`src/rtl/cache_pkg.sv`:
```
// cache_pkg: shared state type and default widths for the cache miss controller
package cache_pkg;
  localparam int DEF_ADDR_WIDTH = 32;
  localparam int DEF_DATA_WIDTH = 128;
  typedef enum logic [2:0] {IDLE, LOOKUP, CHECK, MEM_REQ, MEM_WAIT, FILL, RESP} miss_state_t;
endpackage

```
`src/rtl/cache_miss_ctrl_sat_counter.sv`:
```
// sat_counter: up-counter that sticks at all-ones instead of wrapping
// Ports: clk, reset (async, active-low), inc (count enable), count (current value)
module sat_counter #(
  parameter int WIDTH = 32
) (
  input  logic             clk,
  input  logic             reset,
  input  logic             inc,
  output logic [WIDTH-1:0] count
);
  always_ff @(posedge clk or negedge reset)
    if (!reset) count <= '0;
    else if (inc && !(&count)) count <= count + WIDTH'(1);
endmodule

```
`src/rtl/cache_miss_ctrl.sv`:
```
// cache_miss_ctrl: single-outstanding cache lookup / memory refill controller
// Ports: req_* (requester handshake), resp_* (one-cycle completion),
//        cache_* (lookup and fill port), mem_* (backing memory request/response),
//        hit_cnt/miss_cnt (saturating read statistics); reset is async active-low.
module cache_miss_ctrl
  import cache_pkg::*;
#(
  parameter int ADDR_WIDTH = DEF_ADDR_WIDTH,
  parameter int DATA_WIDTH = DEF_DATA_WIDTH
) (
  input  logic                  clk,
  input  logic                  reset,
  input  logic                  req_valid,
  output logic                  req_ready,
  input  logic                  req_write,
  input  logic [ADDR_WIDTH-1:0] req_addr,
  input  logic [DATA_WIDTH-1:0] req_wdata,
  output logic                  resp_valid,
  output logic [DATA_WIDTH-1:0] resp_data,
  output logic                  cache_read_en,
  output logic                  cache_write_en,
  output logic [ADDR_WIDTH-1:0] cache_addr,
  output logic [DATA_WIDTH-1:0] cache_write_data,
  input  logic [DATA_WIDTH-1:0] cache_read_data,
  input  logic                  cache_hit,
  output logic                  mem_req_valid,
  input  logic                  mem_req_ready,
  output logic                  mem_req_write,
  output logic [ADDR_WIDTH-1:0] mem_req_addr,
  output logic [DATA_WIDTH-1:0] mem_req_wdata,
  input  logic                  mem_resp_valid,
  input  logic [DATA_WIDTH-1:0] mem_resp_data,
  output logic [31:0]           hit_cnt,
  output logic [31:0]           miss_cnt
);
  miss_state_t state, state_nx;
  logic wr_q;
  logic [ADDR_WIDTH-1:0] addr_q;
  logic [DATA_WIDTH-1:0] data_q;
  // data_q holds the write data, then is overwritten by the hit line or the
  // refilled line, so it always carries what FILL must write into the cache
  always_ff @(posedge clk or negedge reset)
    if (!reset) begin
      state     <= IDLE;
      wr_q      <= 1'b0;
      addr_q    <= '0;
      data_q    <= '0;
      resp_data <= '0;
    end else begin
      state <= state_nx;
      if (state == IDLE && req_valid) begin
        wr_q   <= req_write;
        addr_q <= req_addr;
        data_q <= req_wdata;
      end
      if (state == CHECK && cache_hit) begin
        data_q    <= cache_read_data;
        resp_data <= cache_read_data;
      end
      if (state == MEM_WAIT && mem_resp_valid) data_q <= mem_resp_data;
      if (state == FILL) resp_data <= wr_q ? '0 : data_q;
    end
  always_comb begin
    state_nx = state;
    case (state)
      IDLE:     if (req_valid) state_nx = req_write ? MEM_REQ : LOOKUP;
      LOOKUP:   state_nx = CHECK;
      CHECK:    state_nx = cache_hit ? RESP : MEM_REQ;
      MEM_REQ:  if (mem_req_ready) state_nx = wr_q ? FILL : MEM_WAIT;
      MEM_WAIT: if (mem_resp_valid) state_nx = FILL;
      FILL:     state_nx = RESP;
      RESP:     state_nx = IDLE;
      default:  state_nx = IDLE;
    endcase
  end
  assign req_ready        = state == IDLE;
  assign resp_valid       = state == RESP;
  assign cache_read_en    = state == LOOKUP;
  assign cache_write_en   = state == FILL;
  assign cache_addr       = addr_q;
  assign cache_write_data = data_q;
  assign mem_req_valid    = state == MEM_REQ;
  assign mem_req_write    = mem_req_valid && wr_q;
  assign mem_req_addr     = addr_q;
  assign mem_req_wdata    = data_q;
  // only reads reach CHECK, so writes never touch the statistics
  sat_counter #(.WIDTH(32)) u_hit (
    .clk   (clk),
    .reset (reset),
    .inc   (state == CHECK && cache_hit),
    .count (hit_cnt)
  );
  sat_counter #(.WIDTH(32)) u_miss (
    .clk   (clk),
    .reset (reset),
    .inc   (state == CHECK && !cache_hit),
    .count (miss_cnt)
  );
endmodule

```
`config.mk`:
```
export PLATFORM = sky130hd
export DESIGN_NAME = cache_miss_ctrl
export DESIGN_NICKNAME = d
export VERILOG_FILES = /design/src/rtl/cache_pkg.sv /design/src/rtl/cache_miss_ctrl_sat_counter.sv /design/src/rtl/cache_miss_ctrl.sv
export SDC_FILE = /design/constraint.sdc
export NUM_CORES = 1
export LEC_CHECK = 0
export CAP_MARGIN = 5
export CORE_AREA = 2 2 366 368
export DETAILED_ROUTE_END_ITERATION = 8
export DIE_AREA = 0 0 368 370
export PLACE_DENSITY = 0.4
export SLEW_MARGIN = 20
export SYNTH_ARGS = -nofsm -noshare
export SYNTH_HDL_FRONTEND = slang
export SYNTH_HIERARCHICAL = 1
export SYNTH_SLANG_ARGS = --single-unit
export TNS_END_PERCENT = 5
```
`constraint.sdc`:
```
create_clock -name clk -period 3.15 [get_ports clk]
set_input_delay 0.63 -clock clk [delete_from_list [all_inputs] [get_ports clk]]
set_output_delay 0.63 -clock clk [all_outputs]
set_load 0.1 [all_outputs]
```
==> out/results.ini, run 1 <==
[status]
outcome=completed

[routing]
ant_nets=0
routed-wl-met3_mm=5.75
wl_met2_mm=48.8
routedWlPerCell_um=23.1
drt_iter0_drc=1237
met1_length_mm=42.7
first_pass_iters=9
top_layer=met4
vias=16565
wl_mm=98.7
drc=0
viasPerCell=3.88

[grt]
grt_first_pass_wirelength_mm=137
grt_usage_pct=13.8
grt_pass1_vias=17113
grt_overflow=0
grt_max_degree=72
antenna_found_initial=5

[timing]
setup_violations=0
period_share_pct=92.4
fmax_ghz=0.344
max_slew_margin_pct=49.9
fin_worst_skew_ps=16.6
tns_ps=0
rsz0062_at_grt=no
final_hold_viol_count=0
report.final.slew_viol_count=0
worstMarginPinSlew_ps=752
post-route-min-period_ps=2910

[setup_path]
crit_path_start=state[2]$_DFFE_PN0P_
cp_max_fo=14
cp.arrival_ps=2280
r2r_slack_ps=680
cp-endpoint=cache_write_en
cp-end-kind=output port
crit_path_start_kind=flop
reg2regPathDepth=7
regToRegStartpoint=state[1]$_DFFE_PN0P_
path_class=reg -> out
required_ps=2520
rr_endpoint=cache_write_data[55]$_DFFE_PN0P_

[floorplan]
die_y_um=370
fp-row-count=134
start_util_pct=14.2
coreArea_mm2=0.132
die-area_mm2=0.136
die_w_um=368
ios=941

[placement]
gp_congestion=0.832
dp_hpwl_mm=77.6
placed_cell_area_mm2=0.0281
port_buffers=940

[cells_and_area]
fin_nets=2885
drive_gt1_share_pct=29.4
final_area_mm2=0.0298
area_growth_pct=57.8

[hold_path]
hp-class=reg -> reg
hold_depth=1

[flow_run]
max-cap-violations=0

[logic_synthesis]
yosysUniqueCellTypes=50
yosysWarnings=6
avgSynthCellArea_um2=11.3
synth-seq-cells=356
synth_cells=1674
ys_seq_area_share_pct=47.2
syn_area_mm2=0.0189
synth.net_count=2099

[clock_tree]
ctsResizeCount=0
postCtsSetupBuffers=0
clock_latency_ps=610
cts_root_buf=clkbuf_16
cts_max_level=2
cts_tree=built
hold_buffers=1
clkSlewWorstSetupHoldPaths_ps=60
cts_buffers=48
clock-sinks=356
clockBufferDepth=3

-- kinds of logic after synthesis --
family | synth area share [%]
AO/OA/AOI/OAI | 11.0
XOR/XNOR | 2.60
adder cells (fa/ha/maj) | 0.133
buffers and inverters | 13.1
flip-flops | 47.2
multiplexers | 15.9
AND/OR/NAND/NOR | 10.1
-- layout make-up --
type                            instances  area, um2
Clock buffer                           76       1470
Fill cell                           14436     103000
Timing Repair Buffer                 1016       9020
Antenna cell                            2       5.00
Multi-Input combinational cell        909       7530
Tap cell                             1768       2210
Clock inverter                         13        153
Inverter                              129        484
Sequential cell                       356       8910
-- synthesized netlist by cell type, drive strengths merged --
master	instances	share of area, %
dfrtp	356	47
mux2i	257	14
buf	239	9.7
nand3b	132	5.3
inv	129	2.6
o21ai	129	3.4
a222oi	128	6.8
xnor2	50	2.3
clkbuf	41	0.82
mux2	37	2.2
nand3	37	1.0
nand2	28	0.56
nand4	22	0.89
and3	19	0.63
nor3	9	0.41
and4	8	0.40
and2	7	0.26
nor2	7	0.14
a21oi	6	0.16
xor2	6	0.28
and3b	3	0.14
nor2b	3	0.13
a311oi	2	0.16
ha	2	0.13
nor4	2	0.066
o2111ai	2	0.093
o21a	2	0.080
a221oi	1	0.046
a22oi	1	0.040
a31o	1	0.046
nand2b	1	0.033
nor3b	1	0.040
nor4b	1	0.046
nor4bb	1	0.053
o21bai	1	0.040
o2bb2ai	1	0.046
o31ai	1	0.040
or2	1	0.033
-- placed cells by master, fill, tap and decap left out, drive strengths merged, types with 8 or more instances in the layout --
cell           instances
nor3                   9
xnor2                 50
and4                   8
mux2                  37
mux2i                257
nand2                 28
o21ai                129
buf                  594
nand3b               132
inv                  132
nand4                 22
nand3                 37
clkdlybuf4s50        421
clkinv                 8
a222oi               128
clkbuf                76
dfrtp                356
and3                  19
-- metrics by stage --
| step | utilization, % | setup slack (ps) | hold WS [ps] | instances |
|---|---|---|---|---|
| 2_1_floorplan | - | -372 | 334 | 1674 |
| 3_3_place_gp | 21.3 | 193 | 491 | 4177 |
| 3_5_place_dp | 21.3 | 151 | 499 | 4177 |
| 4_1_cts | 22.5 | 124 | 507 | 4267 |
| 5_1_grt | 22.5 | 54.9 | 519 | 4267 |
| 6_report | 22.5 | 240 | 503 | 4269 |
-- worst min path at each step --
| stage | start | endpoint | slack (ps) |
|---|---|---|---|
| 6_report | u_miss/count[12]$_DFFE_PN0P_ | u_miss/count[12]$_DFFE_PN0P_ | 500 |
| 5_1_grt | u_miss/count[12]$_DFFE_PN0P_ | u_miss/count[12]$_DFFE_PN0P_ | 520 |
| 4_1_cts | u_miss/count[12]$_DFFE_PN0P_ | u_miss/count[12]$_DFFE_PN0P_ | 510 |
| 3_5_place_dp | u_miss/count[12]$_DFFE_PN0P_ | u_miss/count[12]$_DFFE_PN0P_ | 500 |
| 3_3_place_gp | u_miss/count[12]$_DFFE_PN0P_ | u_miss/count[12]$_DFFE_PN0P_ | 490 |
| 2_1_floorplan | reset | cache_addr[0]$_DFFE_PN0P_ | 330 |
-- worst max-delay path: stages (launching register included) --
cell,delay [ps]
dfrtp_1,650
nor2b_2,340
and2_4,410
buf_12,230
-- per-layer routing --
metal,GRT usage [%],vias to the layer above
met5,0,-
met1,18.0,8262
met2,23.8,665
met4,2.46,0
met3,2.77,72
li1,-,7566
-- state kept, by name, indices dropped and copies added, names as in the netlist --
register,flops
wr_q,1
state,3
resp_data,128
u_hit/count,32
cache_write_data,128
u_miss/count,32
cache_addr,32
Power of run 1 is not shown: default switching activity piles up to over one toggle a cycle in this logic, so the estimate is an artifact.
==> run 2: changes to the inputs <==
CTS_BUF_LIST = sky130_fd_sc_hd__clkbuf_4   (was not set)
==> run 2 against run 1 <==
Critical path type unchanged. Final area decreased by 0.39%. Utilization decreased by 0.088 points. Final cell count increased by 2.7%. Wire length increased by 0.64%. Clock skew increased by 46 ps. Global-route usage increased by 0.24 points. Non-clock buffer count increased by 2. Highest routed layer is now met5. First-iteration DRC count increased by 5.0%. Sequential share of layout area increased by 0.13 points. Critical path depth decreased by 1.
==> out/results.ini, run 2 (synthesized netlist as in run 1, its figures left out) <==
[routing]
routedWlPerCell_um=22.6  ; -2.0%
wl_met2_mm=48.0  ; -1.7%
drc=0  ; unchanged
drt_iter0_drc=1299  ; +5.0%
top_layer=met5
wl_mm=99.3  ; +0.64%
ant_nets=0  ; unchanged
routed-wl-met3_mm=7.59  ; +32%
vias=17037  ; +2.8%
viasPerCell=3.89  ; +0.15%
met1_length_mm=40.7  ; -4.7%
first_pass_iters=9  ; unchanged

[clock_tree]
cts_root_buf=clkbuf_4
clockBufferDepth=3  ; unchanged
cts_max_level=3  ; +1
clock_latency_ps=990  ; +380 ps
cts_buffers=117  ; +140%
clock-sinks=356  ; unchanged
clkSlewWorstSetupHoldPaths_ps=60  ; about the same
cts_tree=built

[setup_path]
crit_path_start_kind=flop
cp_max_fo=11  ; -3
rr_endpoint=resp_data[77]$_DFFE_PN0P_
required_ps=2520  ; about the same
r2r_slack_ps=750  ; +70 ps
cp-end-kind=output port
regToRegStartpoint=state[2]$_DFFE_PN0P_
reg2regPathDepth=7  ; unchanged
cp.arrival_ps=2310  ; +30 ps
path_class=reg -> out

[floorplan]
fp-row-count=134  ; unchanged
ios=941  ; unchanged
die-area_mm2=0.136  ; unchanged
die_y_um=370  ; unchanged
start_util_pct=14.2  ; unchanged
die_w_um=368  ; unchanged
coreArea_mm2=0.132  ; unchanged

[timing]
period_share_pct=93.5  ; +1.1 points
final_hold_viol_count=0  ; unchanged
fmax_ghz=0.340  ; -1.2%
report.final.slew_viol_count=0  ; unchanged
rsz0062_at_grt=no
worstMarginPinSlew_ps=767  ; +14.8 ps
fin_worst_skew_ps=63.1  ; +46.5 ps
post-route-min-period_ps=2940  ; +34.1 ps
max_slew_margin_pct=48.9  ; -0.99 points
setup_violations=0  ; unchanged

[grt]
grt_overflow=0  ; unchanged
grt_first_pass_wirelength_mm=137  ; +0.64%
grt_usage_pct=14.1  ; +0.24 points
antenna_found_initial=7  ; +2
grt_max_degree=72  ; unchanged
grt_pass1_vias=17855  ; +4.3%

[cells_and_area]
final_area_mm2=0.0297  ; -0.39%
drive_gt1_share_pct=32.4  ; +3.0 points
fin_nets=2956  ; +2.5%
layout_common_cells=567 x buf_4, 421 x clkdlybuf4s50_1, 352 x dfrtp_1
area_growth_pct=57.2
final_common_cell=buf_4

[placement]
gp_congestion=0.832  ; unchanged
port_buffers=940  ; unchanged
placed_cell_area_mm2=0.0281  ; unchanged
dp_hpwl_mm=77.6  ; unchanged

[hold_path]
hp-class=in -> async

[flow_run]
max-cap-violations=0  ; unchanged

[status]
outcome=completed

[run 2: cell count changes in the layout (fill, tap and decap cells not counted), moves of 3 or more]
cell / before / now
dfrtp_2: 0 / 3
clkbuf_4: 0 / 180
clkinv_2: 7 / 0
clkbuf_8: 14 / 0
clkinv_1: 0 / 16
clkbuf_1: 13 / 0
clkbuf_16: 49 / 0
dfrtp_1: 355 / 352
[run 2: worst max-delay path by stage]
stage,start,end
after floorplan,state[0]$_DFFE_PN0P_,cache_read_en
after global placement,cache_hit,u_hit/count[21]$_DFFE_PN0P_
after detailed placement,cache_hit,u_hit/count[31]$_DFFE_PN0P_
after CTS,state[2]$_DFFE_PN0P_,cache_write_en
after global routing,state[2]$_DFFE_PN0P_,cache_write_en
final,state[2]$_DFFE_PN0P_,req_ready
[run 2: timing repair]
action,in CTS,in global routing
setup endpoints to repair,6,2
resized for setup,4,2
buffers inserted,1,0
endpoints found under the hold margin,79,0
hold buffers,2,0
[run 2: worst max-delay path, cell delays in order, from the launching register on]
cell and delay (ps):
dfrtp_2 520, nor3_2 460, buf_4 380
[run 2: per-stage QoR]
stage | TNS [ps] | hold slack [ps] | worst slack, ps | cells | util, %
after floorplan | -372 | 334 | -372 | 1674 | -
after global placement | 0 | 491 | 193 | 4177 | 21.3
after detailed placement | 0 | 499 | 151 | 4177 | 21.3
after CTS | -163 | 2.12 | -71.1 | 4381 | 22.4
after global routing | 0 | 101 | 31.1 | 4382 | 22.4
final | 0 | 223 | 206 | 4384 | 22.4
[run 2: routing by layer]
layer,up-vias,global-route usage [%]
met5,-,0
met4,2,5.15
met3,139,4.19
met2,765,23.3
met1,8366,17.2
li1,7765,-
[run 2: area by class of cell]
cell class | count | area, um2
fillers | 14532 | 103000
repair buffers | 1018 | 9040
flip-flops and latches | 356 | 8920
multi-input cells | 909 | 7540
well taps | 1768 | 2210
clock buffers | 180 | 1350
inverters | 129 | 484
clock inverters | 21 | 115
diodes | 3 | 7.51
Power of run 2 is left out for the same reason.
